## config.mk

```make
export PLATFORM = sky130hd
export DESIGN_NAME = ctrl_pipe_unit
export DESIGN_NICKNAME = d
export VERILOG_FILES = /design/src/rtl/ctrl_pipe_unit.sv
export SDC_FILE = /design/constraint.sdc
export NUM_CORES = 1
export LEC_CHECK = 0
export CORE_ASPECT_RATIO = 0.75
export CORE_MARGIN = 2
export CORE_UTILIZATION = 51
export CTS_CLUSTER_DIAMETER = 200
export DETAILED_ROUTE_END_ITERATION = 8
export GPL_TIMING_DRIVEN = 0
export PLACE_DENSITY = 0.94
export SYNTH_ARGS = -nofsm -noshare
export SYNTH_HDL_FRONTEND = slang
export SYNTH_SLANG_ARGS = --single-unit
export TNS_END_PERCENT = 100
```

## constraint.sdc

```tcl
create_clock -name clk -period 6.26 [get_ports clk]
set_input_delay 1.878 -clock clk [delete_from_list [all_inputs] [get_ports clk]]
set_output_delay 1.878 -clock clk [all_outputs]
set_load 0.02 [all_outputs]
```

## src/rtl/ctrl_pipe_unit.sv

```systemverilog
// Pipelined control decoder: opcode decode, ID/EX and EX/MEM control registers,
// compare flag, branch-on-true flush, load-use interlock and event counters.
module ctrl_pipe_unit #(
    parameter int REG_AW         = 4,
    parameter int CMP_W          = 2,
    parameter int CNT_W          = 16,
    parameter int LOAD_INTERLOCK = 1
) (
    input  logic                 clk,
    input  logic                 rst_n,
    input  logic                 in_valid,
    output logic                 in_ready,
    input  logic [3:0]           opcode,
    input  logic [CMP_W-1:0]     cmp_mode,
    input  logic [REG_AW-1:0]    rs_a,
    input  logic [REG_AW-1:0]    rs_b,
    input  logic [REG_AW-1:0]    rd,
    input  logic                 mem_busy,
    input  logic                 cmp_result,
    output logic                 ex_valid,
    output logic [4+CMP_W-1:0]   ex_alu_control,
    output logic [1:0]           ex_sel_b,
    output logic                 ex_alu_mux,
    output logic                 ex_cmp_en,
    output logic [REG_AW-1:0]    ex_rd,
    output logic                 mem_valid,
    output logic                 mem_we,
    output logic                 mem_re,
    output logic                 mem_sel_data_out,
    output logic                 mem_reg_we,
    output logic [REG_AW-1:0]    mem_rd,
    output logic                 flag_q,
    output logic                 branch_taken,
    output logic                 stall,
    output logic [CNT_W-1:0]     stall_cnt,
    output logic [CNT_W-1:0]     flush_cnt
);

    localparam int CTL_W = 4 + CMP_W;

    localparam logic [3:0] OP_NOT = 4'h6;
    localparam logic [3:0] OP_CMP = 4'h8;
    localparam logic [3:0] OP_MOV = 4'hB;
    localparam logic [3:0] OP_LD  = 4'hC;
    localparam logic [3:0] OP_ST  = 4'hD;
    localparam logic [3:0] OP_BT  = 4'hE;
    localparam logic [3:0] OP_NOP = 4'hF;

    logic       d_re_a, d_re_b, d_reg_we, d_mem_we, d_mem_re, d_sdo;
    logic       d_alu_mux, d_cmp_en;
    logic [1:0] d_sel_b;

    always_comb begin
        d_re_a    = 1'b1;
        d_re_b    = 1'b1;
        d_reg_we  = 1'b1;
        d_mem_we  = 1'b0;
        d_mem_re  = 1'b0;
        d_sdo     = 1'b0;
        d_alu_mux = 1'b0;
        d_cmp_en  = 1'b0;
        d_sel_b   = 2'd0;
        case (opcode)
            OP_NOT: d_re_b = 1'b0;
            OP_CMP: begin
                d_reg_we = 1'b0;
                d_cmp_en = 1'b1;
            end
            OP_MOV: begin
                d_re_a    = 1'b0;
                d_re_b    = 1'b0;
                d_alu_mux = 1'b1;
            end
            OP_LD: begin
                d_re_b   = 1'b0;
                d_mem_re = 1'b1;
                d_sdo    = 1'b1;
                d_sel_b  = 2'd1;
            end
            OP_ST: begin
                d_reg_we = 1'b0;
                d_mem_we = 1'b1;
                d_sel_b  = 2'd2;
            end
            OP_BT, OP_NOP: begin
                d_re_a   = 1'b0;
                d_re_b   = 1'b0;
                d_reg_we = 1'b0;
            end
            default: ;
        endcase
    end

    // Control bits that only matter downstream of EX are kept internally.
    logic ex_mem_we, ex_mem_re, ex_sdo, ex_reg_we;
    logic [3:0] ex_op;
    logic ex_is_ld, ex_is_bt, branch_now, hazard_raw, hazard, take;

    assign ex_op    = ex_alu_control[CTL_W-1 -: 4];
    assign ex_is_ld = ex_valid & (ex_op == OP_LD);
    assign ex_is_bt = ex_valid & (ex_op == OP_BT);

    assign hazard_raw = in_valid & ex_is_ld & (ex_rd != '0) &
                        ((d_re_a & (rs_a == ex_rd)) | (d_re_b & (rs_b == ex_rd)));
    assign hazard     = (LOAD_INTERLOCK != 0) & hazard_raw;
    assign branch_now = ex_is_bt & flag_q;

    assign in_ready     = ~mem_busy & ~hazard & ~branch_now;
    assign branch_taken = ~mem_busy & branch_now;
    assign stall        = ~mem_busy & ~branch_now & hazard;
    assign take         = in_ready & in_valid;

    always_ff @(posedge clk or negedge rst_n) begin
        if (!rst_n) begin
            ex_valid         <= 1'b0;
            ex_alu_control   <= '0;
            ex_sel_b         <= 2'd0;
            ex_alu_mux       <= 1'b0;
            ex_cmp_en        <= 1'b0;
            ex_rd            <= '0;
            ex_mem_we        <= 1'b0;
            ex_mem_re        <= 1'b0;
            ex_sdo           <= 1'b0;
            ex_reg_we        <= 1'b0;
            mem_valid        <= 1'b0;
            mem_we           <= 1'b0;
            mem_re           <= 1'b0;
            mem_sel_data_out <= 1'b0;
            mem_reg_we       <= 1'b0;
            mem_rd           <= '0;
            flag_q           <= 1'b0;
        end else if (!mem_busy) begin
            if (take) begin
                ex_valid       <= 1'b1;
                ex_alu_control <= {opcode, cmp_mode};
                ex_sel_b       <= d_sel_b;
                ex_alu_mux     <= d_alu_mux;
                ex_cmp_en      <= d_cmp_en;
                ex_rd          <= rd;
                ex_mem_we      <= d_mem_we;
                ex_mem_re      <= d_mem_re;
                ex_sdo         <= d_sdo;
                ex_reg_we      <= d_reg_we;
            end else begin
                ex_valid       <= 1'b0;
                ex_alu_control <= '0;
                ex_sel_b       <= 2'd0;
                ex_alu_mux     <= 1'b0;
                ex_cmp_en      <= 1'b0;
                ex_rd          <= '0;
                ex_mem_we      <= 1'b0;
                ex_mem_re      <= 1'b0;
                ex_sdo         <= 1'b0;
                ex_reg_we      <= 1'b0;
            end
            mem_valid        <= ex_valid;
            mem_we           <= ex_valid & ex_mem_we;
            mem_re           <= ex_valid & ex_mem_re;
            mem_sel_data_out <= ex_valid & ex_sdo;
            mem_reg_we       <= ex_valid & ex_reg_we;
            mem_rd           <= ex_valid ? ex_rd : '0;
            if (ex_valid && ex_cmp_en) begin
                flag_q <= cmp_result;
            end
        end
    end

    always_ff @(posedge clk or negedge rst_n) begin
        if (!rst_n) begin
            stall_cnt <= '0;
            flush_cnt <= '0;
        end else begin
            if (stall && (stall_cnt != {CNT_W{1'b1}})) begin
                stall_cnt <= stall_cnt + 1'b1;
            end
            if (branch_taken && (flush_cnt != {CNT_W{1'b1}})) begin
                flush_cnt <= flush_cnt + 1'b1;
            end
        end
    end

endmodule

```

==> run_results.csv, run 1 <==
group,metric,value,unit
clock_tree,htreeDepth,3,
sta,skew,10.37,ps
route,routed_wirelength,7403,um
finish,final_cell_area,3923,um2
clock_tree,post_cts_buffers,0,
worst_setup_path,critPathRequiredTime,4380,ps
power_and_ir_drop,p_sw,0.0002202,W
worst_setup_path,r2r_setup_slack,3710,ps
sta,post-route-period-util,98.35,%
synth,synthFlopType,"dfrtp_1",
grt,first_global_vias,2459,
finish,n_fill_cell,374,
power_and_ir_drop,p_leak,1.749,nW
grt,grt_first_pass_wirelength,11450,um
grt,grt_max_degree,31,
power_and_ir_drop,pwr-share-clk,38.7,%
min_path,hold_class,"reg -> reg",
placement,globalplace.congestion,0.8160,
clock_tree,cts_buffers,9,
route,drt_iter0_markers,139,
finish,fin_util,74.08,%
die,die_y,67.96,um
worst_setup_path,crit_path_end_kind,"output pin",
synth,syn_area,2781,um2
worst_setup_path,path_class,"in -> out",
placement,hpwl,5123,um
finish,area_growth,41.03,%
synth,avgSynthCellArea,10.54,um2
run_status,status,"finished clean",
die,num_rows,23,
synth,yosysUniqueCellTypes,45,
power_and_ir_drop,combPwrFrac,13.2,%
clock_tree,cts_root_buf,"clkbuf_8",
power_and_ir_drop,p_sw_share,26.43,%
clock_tree,cts_max_path_buffers,2,
synth,synth_warnings,0,
sta,finalCriticalPeriod,6157,ps
sta,rsz0062_at_grt,"false",
finish,fin_cells,437,
clock_tree,cts.clk_slew.worst_paths,60,ps
route,via_count,2454,
die,die_area,6067,um2
power_and_ir_drop,p_seq_share,48.1,%
route,drc,0,
route,ant_nets,0,
sta,slew_headroom,45.98,%
route,wl_per_cell,16.94,um
placement,io_buffers,81,
synth,ys_seq_area_share,52.18,%
clock_tree,clk-insertion-delay-late,350,ps
finish,regArea,1451,um2
grt,overflow,0,
synth,synth_fp_nets,289,
worst_setup_path,start_kind,"input pin",
finish,num_antenna_cells,0,
worst_setup_path,arrival,4280,ps
power_and_ir_drop,p_int,0.0006131,W
grt,antenna_found_initial,0,
route,drt-vias-per-instance,5.616,
synth,synth-edff-count,0,
sta,hold_viol_final,0,
synth,synthCells,264,
die,initial_utilization,52.53,%
finish,drive_above_1_share,9.945,%
synth,synth_seq_cells,58,
sta,setup_viol,0,
placement,dp_cells,421,
grt,globalRouteTotalUtil,25.49,%
power_and_ir_drop,irDropWorstVdd,0.1865,mV
clock_tree,cts_tree,"yes",
power_and_ir_drop,p_per_area,212.4,nW/um2
die,die_w,89.28,um
run,max-cap-violations,0,
finish,final_nets,382,
route,drt-pass1-iter-count,5,
placement,placed_area,3701,um2
die,io_pins,83,
finish,multi_input_area,1276,um2
synth,ys_async_sr_fraction,100.0,%
sta,worst_slew_pin_slew,802.9,ps
die,fp.coreArea,5295,um2
clock_tree,clock-sinks,58,
sta,fmax,162.4,MHz
sta,maxSlewViolCount,0,
worst_setup_path,worstPathMaxFanout,10,
metrics by stage:
stage | setup WS [ps] | setup TNS [ps] | hold slack (ps) | total power [W]
finish | 103.2 | 0 | 490.7 | 0.0008333
global route | 29.37 | 0 | 509.5 | 0.0008576
global placement | -343.0 | -344.2 | 468.7 | 0.0005068
detailed placement | -383.2 | -404.1 | 471.7 | 0.0005121
floorplan | 880.9 | 0 | 453.9 | 0.0004515
CTS | -1.048 | -1.048 | 491.8 | 0.0008326
sequential cells by signal (all words and copies together), names as in the netlist, 4 cells and up:
name / count
flush_cnt: 16
stall_cnt: 16
ex_alu_control: 6
ex_rd: 4
mem_rd: 4
metal layers:
| layer | global-route usage (%) | wire, um |
|---|---|---|
| met5 | 0 | 0 |
| met4 | 13.81 | 132 |
| met3 | 7.961 | 552 |
| met2 | 40.56 | 3609 |
| met1 | 31.20 | 3109 |
Yosys cell counts, types with 2 or more instances:
cell type	count	area, um2
a22o_1	7	61.31
inv_1	6	22.52
nor4_2	2	25.02
ha_1	2	25.02
nor2_1	7	26.28
and3_1	3	18.77
nor3_1	10	50.05
nand4_1	12	75.07
mux2_2	4	45.04
clkbuf_1	7	26.28
xnor2_1	14	122.6
buf_4	3	22.52
nand2_1	45	168.9
nor4_1	5	31.28
nor2b_1	2	12.51
and4_1	2	17.52
nand3_1	5	25.02
xor2_1	22	192.7
nand2b_1	3	18.77
o21ai_0	17	85.08
or4_1	3	22.52
o21bai_1	2	15.01
dfrtp_1	58	1451
or3_1	2	12.51
cells in the final DEF, fill, tap and decap left out, drive strengths merged, types with 2 or more instances in the layout:
| master | instances |
|---|---|
| clkdlybuf4s50 | 78 |
| clkbuf | 21 |
| xnor2 | 14 |
| nor3b | 2 |
| clkinv | 2 |
| nand2 | 45 |
| ha | 2 |
| nor2b | 2 |
| dlymetal6s2s | 2 |
| inv | 6 |
| or3 | 2 |
| o21bai | 2 |
| a22o | 7 |
| nor4 | 8 |
| or4 | 3 |
| xor2 | 22 |
| nor2 | 8 |
| mux2 | 5 |
| dfrtp | 58 |
| o21ai | 18 |
| nand2b | 3 |
| and4 | 2 |
| buf | 6 |
| nand4 | 12 |
| nor3 | 10 |
| and3 | 3 |
| nand3 | 5 |
power by group through the flow:
| stage | Clock [W] | Combinational, W | Sequential [W] |
|---|---|---|---|
| after floorplan | 0 | 0.0000332 | 0.000418 |
| after global placement | 0 | 0.000101 | 0.000406 |
| after detailed placement | 0 | 0.000105 | 0.000407 |
| after CTS | 0.000323 | 0.000110 | 0.000400 |
| after global routing | 0.000338 | 0.000118 | 0.000402 |
| final | 0.000323 | 0.000110 | 0.000400 |
path summary, 6_finish.rpt:
path | to | start | cells past startpoint
min in group asynchronous | stall_cnt[9] | rst_n | 1
max in group asynchronous | ex_alu_control[5] | rst_n | 2
hold reg to reg | stall_cnt[10] | stall_cnt[10] | 1
setup / recovery | stall | opcode[0] | 7
hold / removal | stall_cnt[10] | stall_cnt[10] | 1
setup reg to reg | stall_cnt[1] | ex_alu_control[2] | 6
area by class of cell:
cell class,instances,share of cell area (%)
inverters,6,0.5742
plain buffers,11,1.659
repair buffers,82,21.18
clock buffers,14,4.402
well taps,75,2.392
clock inverters,2,0.2552
multi-input cells,189,32.54
flip-flops and latches,58,37.00
critical path, cell delays in order:
cell and delay [ps]:
clkdlybuf4s50_1 530, o21bai_1 220, a21boi_1 300, a2bb2oi_4 390, clkbuf_2 330, nor3_1 90
clkdlybuf4s50_1 550
logic make-up (layout without fill, tap and decap cells):
| logic type | Yosys count | in the layout | synth area share (%) |
|---|---|---|---|
| buf+inv | 17 | 115 | 2.744 |
| simple gates | 110 | 110 | 21.68 |
| flops | 58 | 58 | 52.18 |
| xor+xnor | 36 | 36 | 11.34 |
| fa+ha+maj | 2 | 2 | 0.8995 |
| mux | 5 | 5 | 2.024 |
| compound gates | 36 | 36 | 9.132 |
repair_timing:
item / 4_1_cts / 5_1_grt
setup endpoints to repair: 2 / 2
hold buffers: 0 / 0
resized for setup: 7 / 3
pin swaps: 0 / 0
No activity file was read; power rests on OpenSTA's default activity.
==> run 2, diff against run 1 <==
- CORE_UTILIZATION: 51 -> 55
- DONT_BUFFER_PORTS: not set -> 1
- PLACE_DENSITY: 0.94 -> 0.78
==> run 2 against run 1 <==
Net effect:
- critical path depth unchanged
- first-iteration DRC count decreased by 12%
- fmax increased by 6.2%
==> run_results.csv, run 2 (synthesized netlist as in run 1, its figures left out) <==
group,metric,value,unit
worst_setup_path,worstPathMaxFanout,10,
grt,grtUsageMet3,6.533,%
sta,rsz0062_at_grt,"false",
route,drt_iter0_markers,123,
clock_tree,htreeDepth,3,
route,wl_per_cell,17.31,um
clock_tree,cts_tree,"yes",
finish,num_antenna_cells,0,
die,die_y,65.59,um
worst_setup_path,start_kind,"input pin",
sta,post-route-period-util,92.59,%
grt,grt_max_degree,59,
run,max-cap-violations,0,
power_and_ir_drop,p_per_area,257.1,nW/um2
worst_setup_path,path_class,"in -> out",
placement,io_buffers,0,
die,initial_utilization,57.09,%
clock_tree,clock-sinks,58,
grt,grt.met2_usage,31.88,%
grt,grt_most_used_layer,"met2",
grt,overflow,0,
run_status,status,"finished clean",
grt,globalRouteTotalUtil,21.63,%
clock_tree,cts_root_buf,"clkbuf_8",
route,ant_nets,0,
sta,slew_headroom,42.78,%
placement,hpwl,4180,um
finish,reg_top3,"flush_cnt: 16 flops, stall_cnt: 16 flops, ex_alu_control: 6 flops",
sta,skew,8.366,ps
grt,grt_use_met1,30.84,%
sta,fmax,172.5,MHz
clock_tree,cts.clk_slew.worst_paths,70,ps
placement,globalplace.congestion,0.7966,
worst_setup_path,critPathRequiredTime,4380,ps
finish,final_nets,300,
min_path,hold_class,"reg -> reg",
finish,layout_commonest_cell,"dfrtp_1",
finish,area_growth,9.357,%
route,drt-pass1-iter-count,4,
clock_tree,cts_buffers,9,
sta,whs,490.9,ps
grt,grt_first_pass_wirelength,9315,um
power_and_ir_drop,irDropWorstVdd,0.1443,mV
clock_tree,clk-insertion-delay-late,320,ps
worst_setup_path,crit_path_end_kind,"output pin",
die,io_pins,83,
sta,maxSlewViolCount,0,
worst_setup_path,arrival,3920,ps
die,num_rows,22,
clock_tree,cts_max_path_buffers,2,
sta,tns,0,ps
route,routed_wirelength,5868,um
finish,drive_above_1_share,10.75,%
grt,antenna_found_initial,0,
grt,first_global_vias,1857,
sta,finalCriticalPeriod,5796,ps
sta,worst_slew_pin_slew,850.4,ps
die,fp.coreArea,4872,um2
power_and_ir_drop,p_leak,1.412,nW
route,via_count,1993,
sta,hold_viol_final,0,
route,drc,0,
clock_tree,post_cts_buffers,0,
sta,setup_viol,0,
clock_tree,cts_resized,0,
die,die_area,5648,um2
route,drt-vias-per-instance,5.879,
die,die_w,86.12,um
finish,layout_common_cells,"dfrtp_1, nand2_1, xor2_1",
clock_tree,cts_hold_buf,0,
[run 2: path summary, 6_finish.rpt]
check / startpoint / to / slack, ps / cells past startpoint
max reg2reg: ex_alu_control[2] / ex_sel_b[1] / 3540 / 6
min in group asynchronous: rst_n / stall_cnt[8] / 1250 / 0
max in group asynchronous: rst_n / ex_sdo / 4900 / 0
min reg2reg: ex_mem_we / mem_we / 490 / 1
max: opcode[2] / in_ready / 460 / 7
min: ex_mem_we / mem_we / 490 / 1
[run 2: final cells by class]
class / instances / area [um2]
fillers: 410 / 1831
plain buffers: 11 / 53.80
clock inverters: 3 / 40.04
inverters: 6 / 22.52
well taps: 60 / 75.07
multi-input cells: 189 / 1254
flip-flops and latches: 58 / 1451
clock buffers: 12 / 145.1
[run 2: worst max-delay path, cell delays in order]
cell	delay, ps
buf_4	130
and4b_1	210
or4_1	480
buf_2	170
o21ai_1	450
clkbuf_1	390
inv_1	200
[run 2: routing by layer]
layer | vias to the layer above | part of all wire [%]
met5 | - | 0
met4 | 0 | 0.95
met3 | 5 | 6.0
met2 | 64 | 46
met1 | 975 | 47
li1 | 949 | -
[run 2: stage by stage]
stage | power [W] | util, % | instance area, um2 | worst slack [ps] | instances
2_1_floorplan | 0.0004515 | - | 2781 | 880.9 | 264
3_3_place_gp | 0.0004621 | 58.63 | 2856 | 497.9 | 324
3_5_place_dp | 0.0004638 | 58.63 | 2856 | 483.5 | 324
4_1_cts | 0.0007907 | 62.43 | 3042 | 482.8 | 339
5_1_grt | 0.0008119 | 62.43 | 3042 | 349.0 | 339
6_report | 0.0007820 | 62.43 | 3042 | 463.8 | 339
[run 2: report_power, final]
group,total [W],internal (W),switching [W]
sequential,0.000416,0.000387,0.0000292
clock,0.000325,0.000191,0.000133
combinational,0.0000409,0.0000171,0.0000238
total,0.000782,0.000596,0.000186
